===== src/rtl/oam_dma_ctrl_if.sv =====
// CPU-side and system-bus-side signal bundle for the sprite DMA engine.
// slave is the DMA controller's view; master is the CPU/bus environment's view.
interface oam_dma_ctrl_if;
  logic [15:0] cpu_addr;
  logic [7:0]  cpu_wdata;
  logic        cpu_r_nw;
  logic        cpu_rdy;
  logic [15:0] bus_addr;
  logic [7:0]  bus_wdata;
  logic        bus_r_nw;
  logic [7:0]  bus_rdata;
  logic        dma_active;

  modport slave (
    input  cpu_addr, cpu_wdata, cpu_r_nw, bus_rdata,
    output cpu_rdy, bus_addr, bus_wdata, bus_r_nw, dma_active
  );

  modport master (
    output cpu_addr, cpu_wdata, cpu_r_nw, bus_rdata,
    input  cpu_rdy, bus_addr, bus_wdata, bus_r_nw, dma_active
  );
endinterface


===== src/rtl/oam_dma_ctrl.sv =====
// Sprite DMA engine: a CPU write to DMA_REG_ADDR stalls the CPU and copies
// XFER_LEN bytes from page P to OAM_DATA_ADDR, owning the bus mux meanwhile.
module oam_dma_ctrl #(
  parameter logic [15:0] DMA_REG_ADDR  = 16'h4014,
  parameter logic [15:0] OAM_DATA_ADDR = 16'h2004,
  parameter int unsigned XFER_LEN      = 256
) (
  input  logic          clk_ph1,
  input  logic          rst,
  oam_dma_ctrl_if.slave bus
);

  localparam int unsigned CNT_W = 9;
  localparam logic [CNT_W-1:0] LAST_CNT = CNT_W'(XFER_LEN - 1);

  localparam logic [2:0] ST_IDLE  = 3'd0;
  localparam logic [2:0] ST_HALT  = 3'd1;
  localparam logic [2:0] ST_ALIGN = 3'd2;
  localparam logic [2:0] ST_READ  = 3'd3;
  localparam logic [2:0] ST_WRITE = 3'd4;

  logic [2:0]       state_q, state_d;
  logic [7:0]       page_q, page_d;
  logic [CNT_W-1:0] count_q, count_d;
  logic [7:0]       data_lat_q, data_lat_d;
  logic             parity_q;
  logic             cpu_rdy_q;
  logic             dma_active_q;

  logic [15:0]      bus_addr_c;
  logic [7:0]       bus_wdata_c;
  logic             bus_r_nw_c;
  logic             trigger_c;

  // Triggers are only honoured from IDLE, so a stray write mid-transfer cannot reload page.
  assign trigger_c = (state_q == ST_IDLE) && !bus.cpu_r_nw && (bus.cpu_addr == DMA_REG_ADDR);

  // Next-state, datapath next values and bus mux.
  always_comb begin
    state_d     = state_q;
    page_d      = page_q;
    count_d     = count_q;
    data_lat_d  = data_lat_q;
    bus_addr_c  = bus.cpu_addr;
    bus_wdata_c = bus.cpu_wdata;
    bus_r_nw_c  = bus.cpu_r_nw;

    case (state_q)
      ST_IDLE: begin
        if (trigger_c) begin
          page_d  = bus.cpu_wdata;
          count_d = '0;
          state_d = ST_HALT;
        end
      end
      ST_HALT: begin
        bus_wdata_c = 8'h00;
        bus_r_nw_c  = 1'b1;
        // parity_q==1 now means the next cycle is even, which is where READs must land.
        state_d     = parity_q ? ST_READ : ST_ALIGN;
      end
      ST_ALIGN: begin
        bus_wdata_c = 8'h00;
        bus_r_nw_c  = 1'b1;
        state_d     = ST_READ;
      end
      ST_READ: begin
        bus_addr_c  = {page_q, count_q[7:0]};
        bus_wdata_c = 8'h00;
        bus_r_nw_c  = 1'b1;
        data_lat_d  = bus.bus_rdata;
        state_d     = ST_WRITE;
      end
      ST_WRITE: begin
        bus_addr_c  = OAM_DATA_ADDR;
        bus_wdata_c = data_lat_q;
        bus_r_nw_c  = 1'b0;
        if (count_q == LAST_CNT) begin
          state_d = ST_IDLE;
        end else begin
          count_d = count_q + CNT_W'(1);
          state_d = ST_READ;
        end
      end
      default: begin
        state_d = ST_IDLE;
      end
    endcase
  end

  // State, datapath and status flops; status bits are precomputed from state_d.
  always_ff @(posedge clk_ph1 or negedge rst) begin
    if (!rst) begin
      state_q      <= ST_IDLE;
      page_q       <= 8'h00;
      count_q      <= '0;
      data_lat_q   <= 8'h00;
      parity_q     <= 1'b0;
      cpu_rdy_q    <= 1'b1;
      dma_active_q <= 1'b0;
    end else begin
      state_q      <= state_d;
      page_q       <= page_d;
      count_q      <= count_d;
      data_lat_q   <= data_lat_d;
      parity_q     <= ~parity_q;
      cpu_rdy_q    <= (state_d == ST_IDLE);
      dma_active_q <= (state_d != ST_IDLE);
    end
  end

  assign bus.cpu_rdy    = cpu_rdy_q;
  assign bus.dma_active = dma_active_q;
  assign bus.bus_addr   = bus_addr_c;
  assign bus.bus_wdata  = bus_wdata_c;
  assign bus.bus_r_nw   = bus_r_nw_c;

endmodule


===== src/flat_wrapper.sv =====
// flat-port wrapper written by rule: the top's interface ports become plain ports
module oam_dma_ctrl_flat 
#(
  parameter logic [15:0] DMA_REG_ADDR  = 16'h4014,
  parameter logic [15:0] OAM_DATA_ADDR = 16'h2004,
  parameter int unsigned XFER_LEN      = 256
)
  (clk_ph1, rst, bus_cpu_addr, bus_cpu_wdata, bus_cpu_r_nw, bus_bus_rdata, bus_cpu_rdy, bus_bus_addr, bus_bus_wdata, bus_bus_r_nw, bus_dma_active);
  oam_dma_ctrl_if bus_i ();
  input  logic clk_ph1;
  input  logic rst;
  input wire logic [$bits(bus_i.cpu_addr)-1:0] bus_cpu_addr;
  input wire logic [$bits(bus_i.cpu_wdata)-1:0] bus_cpu_wdata;
  input wire logic [$bits(bus_i.cpu_r_nw)-1:0] bus_cpu_r_nw;
  input wire logic [$bits(bus_i.bus_rdata)-1:0] bus_bus_rdata;
  output wire logic [$bits(bus_i.cpu_rdy)-1:0] bus_cpu_rdy;
  output wire logic [$bits(bus_i.bus_addr)-1:0] bus_bus_addr;
  output wire logic [$bits(bus_i.bus_wdata)-1:0] bus_bus_wdata;
  output wire logic [$bits(bus_i.bus_r_nw)-1:0] bus_bus_r_nw;
  output wire logic [$bits(bus_i.dma_active)-1:0] bus_dma_active;
  assign bus_i.cpu_addr = bus_cpu_addr;
  assign bus_i.cpu_wdata = bus_cpu_wdata;
  assign bus_i.cpu_r_nw = bus_cpu_r_nw;
  assign bus_i.bus_rdata = bus_bus_rdata;
  assign bus_cpu_rdy = bus_i.cpu_rdy;
  assign bus_bus_addr = bus_i.bus_addr;
  assign bus_bus_wdata = bus_i.bus_wdata;
  assign bus_bus_r_nw = bus_i.bus_r_nw;
  assign bus_dma_active = bus_i.dma_active;
  oam_dma_ctrl #(.DMA_REG_ADDR(DMA_REG_ADDR), .OAM_DATA_ADDR(OAM_DATA_ADDR), .XFER_LEN(XFER_LEN)) u_core (.clk_ph1(clk_ph1), .rst(rst), .bus(bus_i));
endmodule

===== config.mk =====
export PLATFORM = sky130hd
export DESIGN_NAME = oam_dma_ctrl_flat
export DESIGN_NICKNAME = d
export VERILOG_FILES = /design/src/rtl/oam_dma_ctrl_if.sv /design/src/rtl/oam_dma_ctrl.sv /design/src/flat_wrapper.sv
export SDC_FILE = /design/constraint.sdc
export NUM_CORES = 1
export LEC_CHECK = 0
export ABC_CLOCK_PERIOD_IN_PS = 2100
export BUFFER_PORTS_ARGS = -buffer_cell sky130_fd_sc_hd__clkbuf_2
export CELL_PAD_IN_SITES_DETAIL_PLACEMENT = 1
export CELL_PAD_IN_SITES_GLOBAL_PLACEMENT = 1
export CORE_MARGIN = 8
export CORE_UTILIZATION = 34
export DETAILED_ROUTE_END_ITERATION = 10
export PLACE_DENSITY_LB_ADDON = 0.3
export RECOVER_POWER = 50
export SLEW_MARGIN = 20
export SYNTH_ARGS = -nofsm -noshare
export SYNTH_HDL_FRONTEND = slang
export SYNTH_SLANG_ARGS = --single-unit

===== constraint.sdc =====
create_clock -name clk_ph1 -period 2.1 [get_ports clk_ph1]
set_clock_uncertainty 0.15 [all_clocks]
set_input_delay 0.315 -clock clk_ph1 [delete_from_list [all_inputs] [get_ports clk_ph1]]
set_output_delay 0.315 -clock clk_ph1 [all_outputs]
set_load 0.1 [all_outputs]

* After elaboration in Yosys (flattened, before gate mapping)
Cells that the tools add are included.
** Operators by class
- Add/sub/neg operators :: 1
- Shift operators :: 0
- Divide/modulo/power cells :: 0
- Reductions and logical operators :: 10
- Bitwise gates (word level) :: 1
- Equal/unequal tests :: 8
- Mux-type cells :: 10
- $lt $le $gt $ge :: 0
- Multiply operators :: 0
** Operator list (number)
- $pmux 16 s2 :: 1
- $mux 9 :: 2
- $pmux 9 s2 :: 1
- $eq 16x15->1 const B :: 1
- $pmux 8 s2 :: 1
- $pmux 3 s5 :: 1
- $add 9x1->9 const B :: 1
- $eq 9x8->1 const B :: 1
- $eq 3x2->1 const B :: 2
- $logic_not 3->1 :: 2
- $eq 3x1->1 const B :: 1
- $eq 3x3->1 const B :: 1
- $mux 3 :: 1
- $reduce_and 3->1 :: 1
- $reduce_bool 3->1 :: 1
- $reduce_or 3->1 :: 1
- $logic_and 1x1->1 :: 2
- $mux 2 :: 1
- $ne 2x1->1 const B :: 1
- $ne 2x2->1 const B :: 1
- $pmux 1 s2 :: 1
- $reduce_and 2->1 :: 1
- $reduce_bool 2->1 :: 1
- $logic_not 1->1 :: 1
- 2 further kinds :: 2
** Storage, ports and cells
- Bits in read-only memories :: 0
- Bits in latches :: 0
- Register bits :: 31
- Memories kept :: 0
- Bits in writable memories :: 0
- Word-level logic and storage cells :: 37
- Output and inout bits :: 27

* Logic depth before layout (Yosys ltp)
Gate-level depths: netlist (run 1).
- Word-level depth :: 6
- Mapped depth :: 9
- Gate-level depth less buffers :: 8

* Least setup slack after synthesis (run 1)
OpenSTA, ideal clock, no wires.
- Kind :: register to output
- Start :: reg u_core.state_q[1]
- End :: out bus_bus_addr[2]
- Data required time :: 1.635 ns
- Data arrival time :: 4.076 ns
- Cell stages (with the launch flop) :: 4
- Slack :: -2.441 ns
- Path through :: dfrtp_1 > buf_2 > nand2_1 > o311ai_0
** Between the ends
- Cells in the longest elaborated chain, start to end :: 2
- Elaborated cells between the ends (all ways) :: 3
- Classes of those cells :: eq/ne: 2; mux: 1
** RTL lines
- start: declaration :: line oam_dma_ctrl.sv:22 : logic [2:0] state_q, state_d;
- start signal: assignment :: line oam_dma_ctrl.sv:102 : state_q <= state_d;
- $eq 3x3->1 / $eq 3x2->1 (equally long branches) :: line oam_dma_ctrl.sv:48 : case (state_q)
- $pmux 16 s2 * :: line oam_dma_ctrl.sv:48
- end: declaration :: line flat_wrapper.sv:17 : output wire logic [$bits(bus_i.bus_addr)-1:0] bus_bus_addr;
Mark *: on every way between the ends. The rest lies on a longest branch, timed or not.

* Worst setup path in the final report (run 1)
- Start :: reg u_core.state_q[0]
- End :: out bus_bus_addr[4]
Same word-level chain as after synthesis.

==> reports/qor.csv, run 1 <==
stage,metric,value,unit
floorplanning,fp-row-count,26,
logic_synthesis,synth.avg_cell_area,10.2,µm²
sta,finalHoldViolCount,0,
floorplanning,die_area,0.00796,mm²
run_status,status,"complete, but fails checks",
layout,antenna_cells,0,
worst_setup_path,worst-setup-path-type,flip-flop to primary output,
worst_setup_path,path_cells,"buf_4, nand2_8, nor2_4, a21oi_4, buf_6, a22o_4, buf_12",
logic_synthesis,synth-xor-area-share,2.40,%
worst_setup_path,critical_path.max_fanout,7,
global_routing,grt_usage,20.5,%
detailed_routing,dr.pass1.iters,4,
logic_synthesis,synth_area,0.00182,mm²
floorplanning,core-area,0.00514,mm²
global_routing,grt_overflow,0,
floorplanning,die_x,89.2,µm
logic_synthesis,synthMuxAreaShare,15.4,%
placed_design,hpwl,4940,µm
logic_synthesis,synth_fa_ha_area_share,1.37,%
sta,max_freq,447,MHz
placed_design,pre_cts_slack,-108,ps
clocking,cts_buffer_depth,2,
placed_design,io_buffers,61,
logic_synthesis,synth-edff-count,0,
logic_synthesis,syn_nets,216,
logic_synthesis,ys_warn_count,0,
floorplanning,fp.dieH,89.2,µm
logic_synthesis,synthFlopType,dfrtp_1,
sta,setup_viol,38,
layout,layout.cells.most_common_list,"clkbuf_2 (37), buf_12 (28), dfrtp_1 (28)",
worst_setup_path,reg2reg_to,u_core.count_q[5],
layout,fill_cells,522,
sta,post-route-period-util,107,%
logic_synthesis,async_flop_share,100,%
layout,nNetsFinal,310,
sta,period_needed,2240,ps
clocking,tritoncts,built,
clocking,h-tree-depth,2,
logic_synthesis,synthesis.instances,179,
global_routing,use_met2,35.3,%
detailed_routing,drc,0,
logic_synthesis,synth-seq-cells,31,
floorplanning,initial_core_util,35.5,%
sta,drv_slew,0,
worst_hold_path,hp-start,bus_bus_rdata[4],
worst_setup_path,r2r_setup_slack,-130,ps
sta,relSlewSlack,44.2,%
global_routing,antenna_found_initial,0,
detailed_routing,vias,1912,
worst_setup_path,crit_path_end_kind,primary output,
layout,drive_above_1_share,70.1,%
clocking,cts_inserted_buffers,5,
global_routing,grt_pass1_wl,11900,µm
global_routing,groute.layer.met3.usage,6.89,%
clocking,clkSinkCount,31,
worst_setup_path,r2r-start,u_core.count_q[1],
layout,layout_commonest_cell,clkbuf_2,
worst_setup_path,r2r_cells,8,
clocking,cts_root_buffer,clkbuf_8,
global_routing,grtUsageMet1,23.2,%
detailed_routing,via_per_inst,5.56,
floorplanning,ios,62,
worst_hold_path,hp-class,primary input to flip-flop,
run_status,violations,setup timing,
detailed_routing,wl_per_cell,25.4,µm
clocking,clk_pin_slew_worst_paths,70,ps
logic_synthesis,synthSimpleGateAreaFrac,19.4,%
detailed_routing,wl,8750,µm
worst_setup_path,required,1630,ps
global_routing,busiest_layer,met2,
detailed_routing,drt_iter0_markers,111,
logic_synthesis,yosysUniqueCellTypes,37,
logic_synthesis,synth_top_family_by_area,simple AND/OR/NAND/NOR gates,
global_routing,first_global_vias,2110,
worst_setup_path,critPathSlowestCell,dfrtp_1,
layout,area_growth,89.9,%
run,drv_cap,0,
global_routing,grt_max_degree,32,
logic_synthesis,synth_compound_area_share,13.7,%
worst_hold_path,min_path_cells,2,
worst_setup_path,crit_path_max_incr_delay,420,ps
placed_design,routabilityCongestion,0.806,
sta,finalWorstSetupSlack,-137,ps
worst_setup_path,start_kind,flip-flop,
sta,tightest_slew,836,ps
worst_hold_path,min_to,u_core.data_lat_q[4],
logic_synthesis,synth-seq-area-share,42.6,%
detailed_routing,drtAntennaViolNets,0,
sta,rsz0062_at_grt,yes,
clocking,worstSkewPairLatency,290,ps
worst_setup_path,cp.arrival,1770,ps
## kinds of logic after synthesis
logic type                 after synthesis
AOI/OAI and AO/OA                       37
xor gates and xnor gates                 5
and+or+nand+nor                         63
DFF                                     31
adders and majority gates                2
muxes                                   25
buffers and inverters                   16
## registers in the layout, indices dropped and copies added (netlist names)
register,count
u_core.count_q,9
u_core.data_lat_q,8
u_core.page_q,8
u_core.state_q,3
u_core.bus.cpu_rdy,1
u_core.bus.dma_active,1
u_core.parity_q,1
## how the worst max path moves through the flow
stage / startpoint / endpoint / slack (ps) / cells after the start
6_report: u_core.state_q[0] / bus_bus_addr[4] / -140 / 7
5_1_grt: u_core.state_q[0] / bus_bus_addr[15] / -190 / 7
2_1_floorplan: u_core.state_q[2] / bus_bus_addr[2] / -220 / 4
3_5_place_dp: u_core.count_q[1] / u_core.count_q[1] / -110 / 8
4_1_cts: u_core.state_q[0] / bus_bus_wdata[2] / -120 / 6
3_3_place_gp: u_core.count_q[1] / u_core.count_q[6] / -10 / 8
## critical path, delay by kind of cell (launching register included)
family	cells	cell delay, ps
AO/OA/AOI/OAI	2	310
flip-flops	1	420
buffers and inverters	3	490
AND/OR/NAND/NOR	2	250
## metrics by stage
step                hold slack, ps  setup TNS, ps  utilization, %  cell area (µm²)  instances
floorplan                     -131          -1420               -             2000        179
global placement               215          -21.8            56.8             2920        326
detailed placement             216           -577            56.8             2920        326
CTS                            103          -1360            63.0             3240        339
global route                   104          -5180            67.4             3460        344
finish                         112          -3030            67.4             3460        344
## per-layer routing
layer | up-vias | wire length [µm]
met5 | - | 0
met4 | 0 | 270
met3 | 19 | 538
met2 | 82 | 4470
met1 | 978 | 3470
li1 | 833 | -
## final cells by class
| class | instances | area [µm²] | area share [%] |
|---|---|---|---|
| repair buffers | 99 | 1050 | 30.2 |
| well taps | 70 | 87.6 | 2.53 |
| clock buffers | 8 | 100 | 2.89 |
| inverters | 4 | 15.0 | 0.434 |
| flip-flops and latches | 31 | 779 | 22.5 |
| multi-input cells | 132 | 1430 | 41.4 |
## Yosys cell counts (3+ instances only)
library cell,instances,area share [%]
dfrtp_1,30,41
mux2_1,4,2.5
xnor2_1,4,1.9
o21ai_0,14,3.8
nor2_1,8,1.6
nor3_1,3,0.82
buf_2,5,1.4
nor2_2,3,1.0
nand3_1,3,0.82
mux2_2,20,12
nor3_4,3,2.7
inv_1,4,0.82
buf_6,3,1.9
a21oi_1,4,1.1
clkbuf_1,3,0.62
a22o_1,14,6.7
nand2_1,27,5.6
## what timing repair did
action | CTS | global route
buffers inserted | 3 | 4
hold buffers | 1 | 0
gates resized for setup | 37 | 42
endpoints found under the hold margin | 30 | 0
pin swaps | 2 | 11
endpoints found under the setup margin | 31 | 43
cloned | 1 | 1
Power of run 1 is left out: the tool's default activity adds up to more than one toggle a clock period on the data nets, which glitch-free logic cannot reach.
==> inputs of run 2 (changes only) <==
Settings changed: REMOVE_ABC_BUFFERS from default to 1.
==> run 2 against run 1 <==
The flow still finishes with violations (setup timing); register-to-register slack improved by 20 ps; critical path depth decreased by 1; routed wire length down 14%; die area did not move; setup slack worse by 27 ps; utilization is 3.8 points lower; count of clock-buffer cells in the layout down 2; cell area fell by 5.7%; critical endpoint is now bus_bus_wdata[3]; via count decreased by 2.5%.
==> reports/qor.csv, run 2 (synthesized netlist as in run 1, its figures left out) <==
stage,metric,value,unit,change
clocking,cts_buffer_depth,2,,unchanged
sta,drv_slew,0,,unchanged
worst_setup_path,reg2reg_to,u_core.count_q[0],,was u_core.count_q[5]
worst_setup_path,r2r_setup_slack,-110,ps,was -130 ps
clocking,h-tree-depth,2,,unchanged
worst_hold_path,hp-start,bus_bus_rdata[1],,was bus_bus_rdata[4]
worst_hold_path,min_path_cells,2,,unchanged
clocking,clk_pin_slew_worst_paths,70,ps,about the same
worst_setup_path,crit_top_cell,clkbuf_16,,
worst_setup_path,path_cells,"nor2_4, clkbuf_16, mux2_4, nand2_2, o21ai_2, clkbuf_16",,"was buf_4, nand2_8, nor2_4, a21oi_4, buf_6, a22o_4, buf_12"
detailed_routing,drt_iter0_markers,69,,was 111
sta,period_needed,2260,ps,was 2240 ps
sta,finalHoldViolCount,0,,unchanged
layout,nNetsFinal,314,,was 310
sta,tightest_slew,810,ps,was 836 ps
worst_setup_path,critical_path.max_fanout,7,,unchanged
worst_setup_path,worst-setup-path-type,flip-flop to primary output,,unchanged
global_routing,grt_max_degree,32,,unchanged
layout,multi_input_area,0.00116,mm²,was 0.00143 mm²
worst_setup_path,critPathSlowestCell,dfrtp_1,,unchanged
clocking,cts_root_buffer,clkbuf_8,,unchanged
detailed_routing,drtAntennaViolNets,0,,unchanged
layout,reg_top3,"u_core.count_q: 9 flops, u_core.data_lat_q: 8 flops, u_core.page_q: 8 flops",,unchanged
placed_design,io_buffers,61,,unchanged
placed_design,routabilityCongestion,0.803,,was 0.806
detailed_routing,drc,0,,unchanged
sta,post-route-period-util,108,%,was 107%
detailed_routing,vias,1864,,was 1912
run_status,status,"complete, but fails checks",,unchanged
clocking,cts_inserted_buffers,5,,unchanged
floorplanning,fp-row-count,26,,unchanged
layout,layout.cells.most_common_list,"clkbuf_2 (36), buf_4 (30), dfrtp_1 (30)",,"was clkbuf_2 (37), buf_12 (28), dfrtp_1 (28)"
worst_setup_path,cp.arrival,1800,ps,was 1770 ps
layout,drive_above_1_share,61.9,%,was 70.1%
detailed_routing,via_per_inst,5.36,,was 5.56
run,drv_cap,0,,unchanged
sta,max_freq,442,MHz,was 447 MHz
layout,antenna_cells,0,,unchanged
detailed_routing,dr.pass1.iters,4,,unchanged
worst_setup_path,start_kind,flip-flop,,unchanged
run_status,violations,setup timing,,unchanged
sta,rsz0062_at_grt,yes,,unchanged
clocking,clkSinkCount,31,,unchanged
global_routing,grt_overflow,0,,unchanged
layout,layout_commonest_cell,clkbuf_2,,unchanged
floorplanning,die_x,89.2,µm,unchanged
layout,fill_cells,551,,was 522
floorplanning,initial_core_util,35.5,%,unchanged
layout,area_growth,79.1,%,was 89.9%
floorplanning,ios,62,,unchanged
sta,relSlewSlack,46.0,%,was 44.2%
placed_design,hpwl,4330,µm,was 4940 µm
layout,regMostFlops,u_core.count_q,,unchanged
global_routing,use_met2,27.8,%,was 35.3%
clocking,worstSkewPairLatency,290,ps,about the same
clocking,tritoncts,built,,unchanged
detailed_routing,wl,7480,µm,was 8750 µm
global_routing,busiest_layer,met2,,unchanged
global_routing,grtUsageMet1,18.0,%,was 23.2%
floorplanning,die_area,0.00796,mm²,unchanged
floorplanning,fp.dieH,89.2,µm,unchanged
worst_setup_path,r2r-start,u_core.state_q[1],,was u_core.count_q[1]
global_routing,first_global_vias,1979,,was 2110
floorplanning,core-area,0.00514,mm²,unchanged
worst_hold_path,min_to,u_core.data_lat_q[1],,was u_core.data_lat_q[4]
layout,fin_area,0.00326,mm²,was 0.00346 mm²
worst_setup_path,required,1630,ps,about the same
layout,largest_reg_flops,9,,unchanged
global_routing,grt_pass1_wl,9670,µm,was 11900 µm
global_routing,antenna_found_initial,0,,unchanged
placed_design,place_area,0.00272,mm²,was 0.00292 mm²
global_routing,grt_usage,16.0,%,was 20.5%
worst_setup_path,crit_path_end_kind,primary output,,unchanged
worst_setup_path,crit_path_max_incr_delay,430,ps,was 420 ps
worst_hold_path,hp-class,primary input to flip-flop,,unchanged
layout,regArea,777,µm²,was 779 µm²
sta,setup_viol,36,,was 38
sta,finalWorstSetupSlack,-164,ps,was -137 ps
detailed_routing,wl_per_cell,21.5,µm,was 25.4 µm
global_routing,groute.layer.met3.usage,5.06,%,was 6.89%
worst_setup_path,r2r_cells,7,,was 8
-- run 2: cell count changes in the layout (fill, tap and decap cells not counted), sizes merged --
cell    delta
buf        -3
clkbuf     +5
clkinv     +1
bufinv     +1
-- run 2: per-layer routing --
metal  routed length [µm]  share of wire [%]  vias up
met1                 2920                 39      949
li1                     -                  -      841
met3                  474                6.3       17
met5                    0                  0        -
met4                  173                2.3        0
met2                 3910                 52       57
-- run 2: worst max-delay path by stage --
stage               cells after the start  slack (ps)                end               from
detailed placement                      8        -160  u_core.count_q[5]  u_core.count_q[0]
floorplan                               1       -2530    bus_bus_addr[2]  u_core.state_q[2]
CTS                                     6        -170   bus_bus_wdata[0]  u_core.state_q[0]
global placement                        8        -110  u_core.count_q[7]  u_core.count_q[0]
finish                                  6        -160   bus_bus_wdata[3]  u_core.state_q[1]
global route                            6        -200   bus_bus_wdata[3]  u_core.state_q[1]
-- run 2: what timing repair did --
item	CTS	global route
gates resized for setup	22	60
setup buffers	5	8
gates cloned	1	1
pin swaps	6	13
endpoints found under the hold margin	30	0
endpoints found under the setup margin	32	35
hold buffers	1	0
-- run 2: worst max-delay path, delay by kind of cell, from the launching register on --
| family | cells | cell delay [ps] |
|---|---|---|
| DFF | 1 | 430 |
| buffers and inverters | 2 | 400 |
| and+or+nand+nor | 2 | 310 |
| muxes | 1 | 300 |
| AOI/OAI and AO/OA | 1 | 60 |
-- run 2: per-stage QoR --
step / util [%] / std cells / setup TNS (ps) / hold WS (ps) / setup WS (ps)
after global routing: 63.5 / 348 / -5270 / 109 / -203
after detailed placement: 52.9 / 324 / -959 / 275 / -163
after global placement: 52.9 / 324 / -568 / 272 / -114
after floorplan: - / 167 / -30650 / -131 / -2530
after CTS: 58.1 / 339 / -2880 / 107 / -167
final: 63.5 / 348 / -3930 / 107 / -164
-- run 2: final cells by class --
type | instances | share of cell area, %
multi-input combinational | 132 | 35.4
timing repair buffer | 103 | 34.0
sequential | 31 | 23.8
tap | 70 | 2.68
clock buffer | 6 | 2.53
clock inverter | 2 | 1.07
inverter | 4 | 0.460
Power of run 2 is left out for the same reason.
